===== src/rtl/feeder_pkg.sv =====
// feeder_pkg: shared definitions for the instruction feeder.
//   - opcode constants of the processor's 16-bit instruction word
//   - FSM state encoding
//   - field-slice macros: FEEDER_OPCODE(w) = w[3:0], FEEDER_X(w) = w[6:4], FEEDER_Y(w) = w[9:7]
//     (argument must be a plain identifier)
// Configuration macro honoured by the design: FEEDER_WDOG_EN (see instr_feeder).
`ifndef FEEDER_PKG_SV
`define FEEDER_PKG_SV

`define FEEDER_OPCODE(w) w[3:0]
`define FEEDER_X(w) w[6:4]
`define FEEDER_Y(w) w[9:7]

package feeder_pkg;

    localparam logic [3:0] OP_MV   = 4'h0;
    localparam logic [3:0] OP_MVI  = 4'h1;  // next word is the immediate
    localparam logic [3:0] OP_ADD  = 4'h2;
    localparam logic [3:0] OP_SUB  = 4'h3;
    localparam logic [3:0] OP_AND  = 4'h4;
    localparam logic [3:0] OP_OR   = 4'h5;
    localparam logic [3:0] OP_XOR  = 4'h6;
    localparam logic [3:0] OP_SLL  = 4'h7;
    localparam logic [3:0] OP_SRL  = 4'h8;
    localparam logic [3:0] OP_LD   = 4'h9;
    localparam logic [3:0] OP_HALT = 4'hF;

    typedef enum logic [2:0] {
        ST_IDLE  = 3'd0,
        ST_PRIME = 3'd1,
        ST_RUN   = 3'd2,
        ST_IMM   = 3'd3,
        ST_HALT  = 3'd4,
        ST_FAULT = 3'd5
    } state_t;

endpackage

`endif


===== src/rtl/feeder_fifo.sv =====
// feeder_fifo: synchronous 16-bit prefetch FIFO with show-ahead head output.
// Ports:
//   i_clk, i_rst_n : clock, asynchronous active-low reset (pointers/count only)
//   i_push, i_data : write a word (ignored while i_flush)
//   i_pop          : drop the head word (ignored while i_flush or empty)
//   i_flush        : empty the FIFO; wins over push and pop in the same cycle
//   o_head         : word at the head, valid when o_empty is 0
//   o_count        : current occupancy
//   o_empty        : occupancy is zero
// DEPTH must be a power of two so the pointers wrap naturally.
module feeder_fifo #(
    parameter int DEPTH = 4
) (
    input  logic                         i_clk,
    input  logic                         i_rst_n,
    input  logic                         i_push,
    input  logic [15:0]                  i_data,
    input  logic                         i_pop,
    input  logic                         i_flush,
    output logic [15:0]                  o_head,
    output logic [$clog2(DEPTH+1)-1:0]   o_count,
    output logic                         o_empty
);
    localparam int PW = $clog2(DEPTH);
    localparam int CW = $clog2(DEPTH+1);

    logic [15:0]   r_mem [DEPTH];
    logic [PW-1:0] r_wr;
    logic [PW-1:0] r_rd;
    logic [CW-1:0] r_count;
    logic          w_push;
    logic          w_pop;

    assign w_push  = i_push && !i_flush;
    assign w_pop   = i_pop && !i_flush && (r_count != '0);
    assign o_head  = r_mem[r_rd];
    assign o_count = r_count;
    assign o_empty = (r_count == '0);

    always_ff @(posedge i_clk or negedge i_rst_n) begin
        if (!i_rst_n) begin
            r_wr    <= '0;
            r_rd    <= '0;
            r_count <= '0;
        end else if (i_flush) begin
            r_wr    <= '0;
            r_rd    <= '0;
            r_count <= '0;
        end else begin
            if (w_push) r_wr <= r_wr + 1'b1;
            if (w_pop)  r_rd <= r_rd + 1'b1;
            case ({w_push, w_pop})
                2'b10:   r_count <= r_count + 1'b1;
                2'b01:   r_count <= r_count - 1'b1;
                default: r_count <= r_count;  // none, or push+pop together
            endcase
        end
    end

    // Storage carries no reset; only the pointers define validity.
    always_ff @(posedge i_clk) begin
        if (w_push) r_mem[r_wr] <= i_data;
    end

endmodule


===== src/rtl/instr_feeder.sv =====
// instr_feeder: fetches instruction words from a synchronous program ROM into a
// prefetch FIFO and hands them to a multi-cycle processor on DIN exactly in the
// cycles the processor latches them (first RUN cycle, cycle after Done, and the
// cycle after an MVI for its immediate). Controls the processor via Run/proc_resetn.
// Ports:
//   Clock, Resetn      : clock, asynchronous active-low reset
//   Start              : pulse; flush, pc=START_ADDR, (re)start the program
//   mem_rd, mem_addr   : ROM read strobe/address
//   mem_rdata          : ROM data, valid one cycle after mem_rd
//   DIN                : word to the processor
//   Run, proc_resetn   : processor run enable / active-low processor reset
//   Done               : processor end-of-instruction (combinational, last step)
//   busy, halted, fault: status
// Optional feature: define FEEDER_WDOG_EN to enable the Done watchdog (FAULT state).
module instr_feeder
    import feeder_pkg::*;
#(
    parameter int AW          = 8,
    parameter int FIFO_DEPTH  = 4,
    parameter int START_ADDR  = 0,
    parameter int WDOG_CYCLES = 16
) (
    input  logic          Clock,
    input  logic          Resetn,
    input  logic          Start,
    output logic          mem_rd,
    output logic [AW-1:0] mem_addr,
    input  logic [15:0]   mem_rdata,
    output logic [15:0]   DIN,
    output logic          Run,
    output logic          proc_resetn,
    input  logic          Done,
    output logic          busy,
    output logic          halted,
    output logic          fault
);
    localparam int CW = $clog2(FIFO_DEPTH+1);

    state_t        r_state;
    state_t        w_state_nxt;
    logic [AW-1:0] r_pc;
    logic          r_inflight;
    logic          r_bnd;
    logic          w_bnd_nxt;
    logic [15:0]   r_din;
    logic [15:0]   w_head;
    logic [CW-1:0] w_count;
    logic [CW:0]   w_occ;
    logic          w_empty;
    logic          w_pop;
    logic          w_flush;
    logic          w_present;
    logic          w_busy_st;
    logic          w_bnd;
    logic          w_fetch_en;

    feeder_fifo #(.DEPTH(FIFO_DEPTH)) u_fifo (
        .i_clk   (Clock),
        .i_rst_n (Resetn),
        .i_push  (r_inflight),
        .i_data  (mem_rdata),
        .i_pop   (w_pop),
        .i_flush (w_flush),
        .o_head  (w_head),
        .o_count (w_count),
        .o_empty (w_empty)
    );

    assign w_busy_st = (r_state == ST_PRIME) || (r_state == ST_RUN) || (r_state == ST_IMM);
    assign w_bnd     = (r_state == ST_RUN) && r_bnd;

`ifdef FEEDER_WDOG_EN
    localparam int WW = $clog2(WDOG_CYCLES+1);
    logic [WW-1:0] r_wdog;
    logic          w_wdog_trip;

    // r_wdog holds k-1 in the k-th cycle after a boundary, so tripping at
    // WDOG_CYCLES-2 makes fault visible exactly WDOG_CYCLES cycles after it.
    assign w_wdog_trip = (((r_state == ST_RUN) && !r_bnd) || (r_state == ST_IMM)) &&
                         (r_wdog == WW'(WDOG_CYCLES-2));

    always_ff @(posedge Clock or negedge Resetn) begin
        if (!Resetn)
            r_wdog <= '0;
        else if (w_bnd || !((r_state == ST_RUN) || (r_state == ST_IMM)))
            r_wdog <= '0;
        else
            r_wdog <= r_wdog + 1'b1;
    end

    assign fault = (r_state == ST_FAULT);
`else
    assign fault = 1'b0;
`endif

    always_comb begin
        w_state_nxt = r_state;
        w_bnd_nxt   = 1'b0;
        w_pop       = 1'b0;
        w_present   = 1'b0;
        Run         = 1'b0;
        proc_resetn = 1'b0;
        case (r_state)
            ST_IDLE: ;
            ST_PRIME: begin
                if (w_count >= CW'(2)) begin
                    w_state_nxt = ST_RUN;
                    w_bnd_nxt   = 1'b1;
                end
            end
            ST_RUN: begin
                Run         = 1'b1;
                proc_resetn = 1'b1;
                w_bnd_nxt   = Done;
                if (w_bnd) begin
                    if (w_empty) begin
                        // Underflow: hold the processor in reset and re-prime.
                        Run         = 1'b0;
                        proc_resetn = 1'b0;
                        w_bnd_nxt   = 1'b0;
                        w_state_nxt = ST_PRIME;
                    end else begin
                        w_pop     = 1'b1;
                        w_present = 1'b1;
                        if (`FEEDER_OPCODE(w_head) == OP_MVI) begin
                            w_state_nxt = ST_IMM;
                            w_bnd_nxt   = 1'b0;
                        end else if (`FEEDER_OPCODE(w_head) == OP_HALT) begin
                            Run         = 1'b0;
                            proc_resetn = 1'b0;
                            w_bnd_nxt   = 1'b0;
                            w_state_nxt = ST_HALT;
                        end
                    end
                end
            end
            ST_IMM: begin
                Run         = 1'b1;
                proc_resetn = 1'b1;
                if (w_empty) begin
                    Run         = 1'b0;
                    proc_resetn = 1'b0;
                    w_state_nxt = ST_PRIME;
                end else begin
                    w_pop       = 1'b1;
                    w_present   = 1'b1;
                    w_state_nxt = ST_RUN;
                end
            end
            ST_HALT:  ;
            ST_FAULT: ;
            default:  w_state_nxt = ST_IDLE;
        endcase
`ifdef FEEDER_WDOG_EN
        if (w_wdog_trip) begin
            Run         = 1'b0;
            proc_resetn = 1'b0;
            w_bnd_nxt   = 1'b0;
            w_state_nxt = ST_FAULT;
        end
`endif
        if (Start) begin
            w_state_nxt = ST_PRIME;
            w_bnd_nxt   = 1'b0;
        end
    end

    // Flushing on Start also discards the in-flight read (push is gated by flush).
    assign w_flush = Start || (w_state_nxt == ST_HALT) || (w_state_nxt == ST_FAULT);

    // No read is issued in a cycle that leaves the fetching states or restarts,
    // so pc stops exactly at the last useful word.
    assign w_fetch_en = w_busy_st && !Start &&
                        ((w_state_nxt == ST_PRIME) || (w_state_nxt == ST_RUN) || (w_state_nxt == ST_IMM));
    assign w_occ      = {1'b0, w_count} + {{CW{1'b0}}, r_inflight};
    assign mem_rd     = w_fetch_en && (w_occ < (CW+1)'(FIFO_DEPTH));
    assign mem_addr   = r_pc;

    assign DIN    = w_present ? w_head : r_din;
    assign busy   = w_busy_st;
    assign halted = (r_state == ST_HALT);

    always_ff @(posedge Clock or negedge Resetn) begin
        if (!Resetn) begin
            r_state    <= ST_IDLE;
            r_pc       <= AW'(START_ADDR);
            r_inflight <= 1'b0;
            r_bnd      <= 1'b0;
            r_din      <= '0;
        end else begin
            r_state    <= w_state_nxt;
            r_bnd      <= w_bnd_nxt;
            r_inflight <= mem_rd;
            if (Start)
                r_pc <= AW'(START_ADDR);
            else if (mem_rd)
                r_pc <= r_pc + 1'b1;
            if (w_present)
                r_din <= w_head;
        end
    end

endmodule


===== config.mk =====
export PLATFORM = sky130hd
export DESIGN_NAME = instr_feeder
export DESIGN_NICKNAME = d
export VERILOG_FILES = /design/src/rtl/feeder_pkg.sv /design/src/rtl/feeder_fifo.sv /design/src/rtl/instr_feeder.sv
export SDC_FILE = /design/constraint.sdc
export NUM_CORES = 1
export LEC_CHECK = 0
export ABC_CLOCK_PERIOD_IN_PS = 5700
export BUFFER_PORTS_ARGS = -buffer_cell sky130_fd_sc_hd__buf_2
export CORE_MARGIN = 4
export CORE_UTILIZATION = 25
export CTS_CLUSTER_DIAMETER = 50
export DETAILED_ROUTE_END_ITERATION = 12
export GPL_TIMING_DRIVEN = 1
export PLACE_DENSITY_LB_ADDON = 0.25
export SYNTH_ARGS = -nofsm -noshare
export SYNTH_HDL_FRONTEND = slang
export SYNTH_SLANG_ARGS = --single-unit

===== constraint.sdc =====
create_clock -name Clock -period 5.7 [get_ports Clock]
set_input_delay 0.57 -clock Clock [delete_from_list [all_inputs] [get_ports Clock]]
set_output_delay 0.57 -clock Clock [all_outputs]
set_load 0.03 [all_outputs]

==> metrics <==
antenna cells 0; ys flop type edfxtp_1; die width 136 um; Initial Utilization approximately a quarter; register area share after synthesis about 70%; Async S/R FF share, synth roughly 36%; Pre-antenna DRT Iters 4; number of port buffers 48; first-pass GRT wire length about 13 mm; gr usage total under 10%; Worst Path Arrival approximately 3700 ps; Sinks on Clock Net 100; Root Buffer clkbuf_16; Buf/Inv on CP 0; final non-filler cell total between 500 and 600; hold_buf cts 0; Placement Setup Slack roughly 2200 ps; share of cells above drive strength 1 around 28%; crit end category flop; YS warnings 0; commonest non-fill, non-tap cells in the layout 64 x edfxtp_1, 48 x buf_2, 36 x dfrtp_1, 16 x mux4_2, 16 x mux2_1; DP Cell Count ~500; Reg clk slew, reported paths 60 ps; Die Area about 19000 um^2; # fillers between 1500 and 2000; largest net degree at the start of global routing 37; DP Area 4550 um^2; clk buf depth 2; post-CTS setup buffer count 0; die height around 140 um; DRC 0; Synth Register Bits 100; violation count after the first detailed-route iteration between 100 and 150; Slew HR about 28%; GR met2 Demand/Resource between 10 and 15%; synthesized cell area a little over 4000 um^2; final setup violation count 0; row cnt 46; CTS Buf Count 9; critical path type flop to flop; R2R Path End u_fifo.o_count[2]$_DFFE_PN0P_; routed wire length per instance roughly 15 um; Crit-path slowest cell dfrtp_1; grt peak-use layer met2; worst-path cell chain mux4_2 > nand3_2 > o211a_2 > nand2_1 > ha_1 > fa_1 > xnor2_1 > nor2_1 > xnor2_1 > nor2_1; final WL 7.80 mm; core area ~16000 um^2; Synth top area share 46.9%; clock period minus worst slack 3450 ps; VDD IR max 142 uV; fin crit share just over 60%; Final Max Tran Viols 0; Netlist cell types 43; Worst Slack Setup Final about 2200 ps; Least-Margin Pin Slew 1090 ps; Final Net Count around 320; antenna violations before repair 0; area leader, netlist edfxtp_1; EDFF count, synth between 60 and 70; FF-to-FF setup slack around 2200 ps; Post-CTS Resized 0; cell family with most CP delay flip-flops; static leakage 1.90 nW; TritonCTS clock tree yes; total of max-cap violations 0; Design Area, Final roughly 4800 um^2; M1 GR Usage between 10% and 20%; post-route ant nets 0; dpl hpwl roughly 5.3 mm; TNS Setup 0 ps; commonest non-fill, non-tap cell in the layout edfxtp_1; cells after synthesis 244; CP Data Required Time around 5900 ps; Area Overhead vs Synth 18.0%; Setup crit start kind flop; total power around 1.6 mW; Hold WC Path Type input pin to asynchronous set/reset pin; reg2reg path depth 10; CTS H-Tree Depth 3; RSZ-0062 raised after global routing false; Clock Skews 8.95 ps; Net Count, Synth around 270; synth top area cells edfxtp_1 47%, dfrtp_1 22%, mux4_2 8.8%; vias in the first global route about 2200; Final Wtd Congestion ~0.7; r2r startpoint u_fifo.r_rd[0]$_DFFE_PN0P_; Max Fanout on Critical Path 18; worst-skew pair later-pin latency 330 ps; Worst path max stage delay ~1100 ps; met3 Resource Use GR under 10%; endpoints failing hold 0; DR vias 2177; f_max 290 MHz; IO Pins 50; Power per Cell Area 328 nW/um^2; Post-Syn Area per Cell 16.8 um^2; status finished clean; total global routing overflow 0; via/cell ratio between 4 and 5
state kept, by name, summed over array words and instances (netlist names):
signal / count
mem_addr: 8
r_din: 16
r_inflight: 1
u_fifo.r_rd: 2
r_bnd: 1
u_fifo.o_count: 3
u_fifo.r_mem: 64
u_fifo.r_wr: 2
r_state: 3
through the flow:
stage / utilization (%) / hold WS (ps)
final: 30.2 / 355
after global routing: 30.2 / 418
after CTS: 30.2 / 391
after detailed placement: 28.4 / 465
after global placement: 28.4 / 459
after floorplan: - / 274
routing by layer:
layer / wire, um / up-vias / share of wire (%)
met5: 0 / - / 0
met4: 44 / 0 / 0.56
met3: 350 / 4 / 4.5
met2: 3690 / 49 / 47
met1: 3710 / 1095 / 48
li1: - / 1029 / -
synth_stat cells, types with 4 or more instances:
master and instances:
nand2_1 10, dfrtp_1 36, nor2_1 12, inv_1 4, clkbuf_1 6, or4_1 5
mux2i_1 4, a21oi_1 4, nand3_1 7, mux4_2 16, and3_1 9, edfxtp_1 64
ha_1 6, xnor2_1 4, mux2_1 16
worst max-delay path by stage:
stage | startpoint | end | depth (start not counted)
2_1_floorplan | u_fifo.o_count[2]$_DFFE_PN0P_ | u_fifo.o_count[2]$_DFFE_PN0P_ | 11
3_3_place_gp | u_fifo.r_rd[0]$_DFFE_PN0P_ | u_fifo.o_count[2]$_DFFE_PN0P_ | 10
3_5_place_dp | u_fifo.r_rd[0]$_DFFE_PN0P_ | u_fifo.o_count[2]$_DFFE_PN0P_ | 10
4_1_cts | u_fifo.r_rd[0]$_DFFE_PN0P_ | u_fifo.o_count[2]$_DFFE_PN0P_ | 10
5_1_grt | u_fifo.r_rd[0]$_DFFE_PN0P_ | u_fifo.o_count[2]$_DFFE_PN0P_ | 10
6_report | u_fifo.r_rd[0]$_DFFE_PN0P_ | u_fifo.o_count[2]$_DFFE_PN0P_ | 10
report_power, final:
part	switching [mW]	internal, mW	total, mW	leakage, nW
sequential	0.0156	0.816	0.832	1.07
combinational	0.114	0.0528	0.167	0.692
clock	0.249	0.341	0.590	0.143
total	0.379	1.21	1.59	1.90
worst register-to-register path, delay by kind of cell (launching register included):
kind,cells,cell delay [ps]
flops,1,1060
mux,1,670
fa+ha+maj,2,610
simple gates,4,360
xor+xnor,2,310
compound gates,1,300
cells by family after synthesis:
logic type      count (synthesis)  synth area share, %
xor+xnor                        6                 1.28
fa+ha+maj                       7                 2.32
simple gates                   55                 7.29
flops                         100                 68.8
compound gates                 22                 4.06
other cells                     1               0.0914
buf+inv                        17                 1.98
mux                            36                 14.2
area by class of cell:
type / count / area, um^2 / share of cell area, %
inverter: 5 / 18.8 / 0.388
clock inverter: 5 / 61.3 / 1.27
tap: 216 / 270 / 5.58
clock buffer: 10 / 229 / 4.73
timing repair buffer: 48 / 240 / 4.96
sequential: 100 / 2820 / 58.3
multi-input combinational: 127 / 1200 / 24.7
No activity file was read; power rests on OpenSTA's default activity.
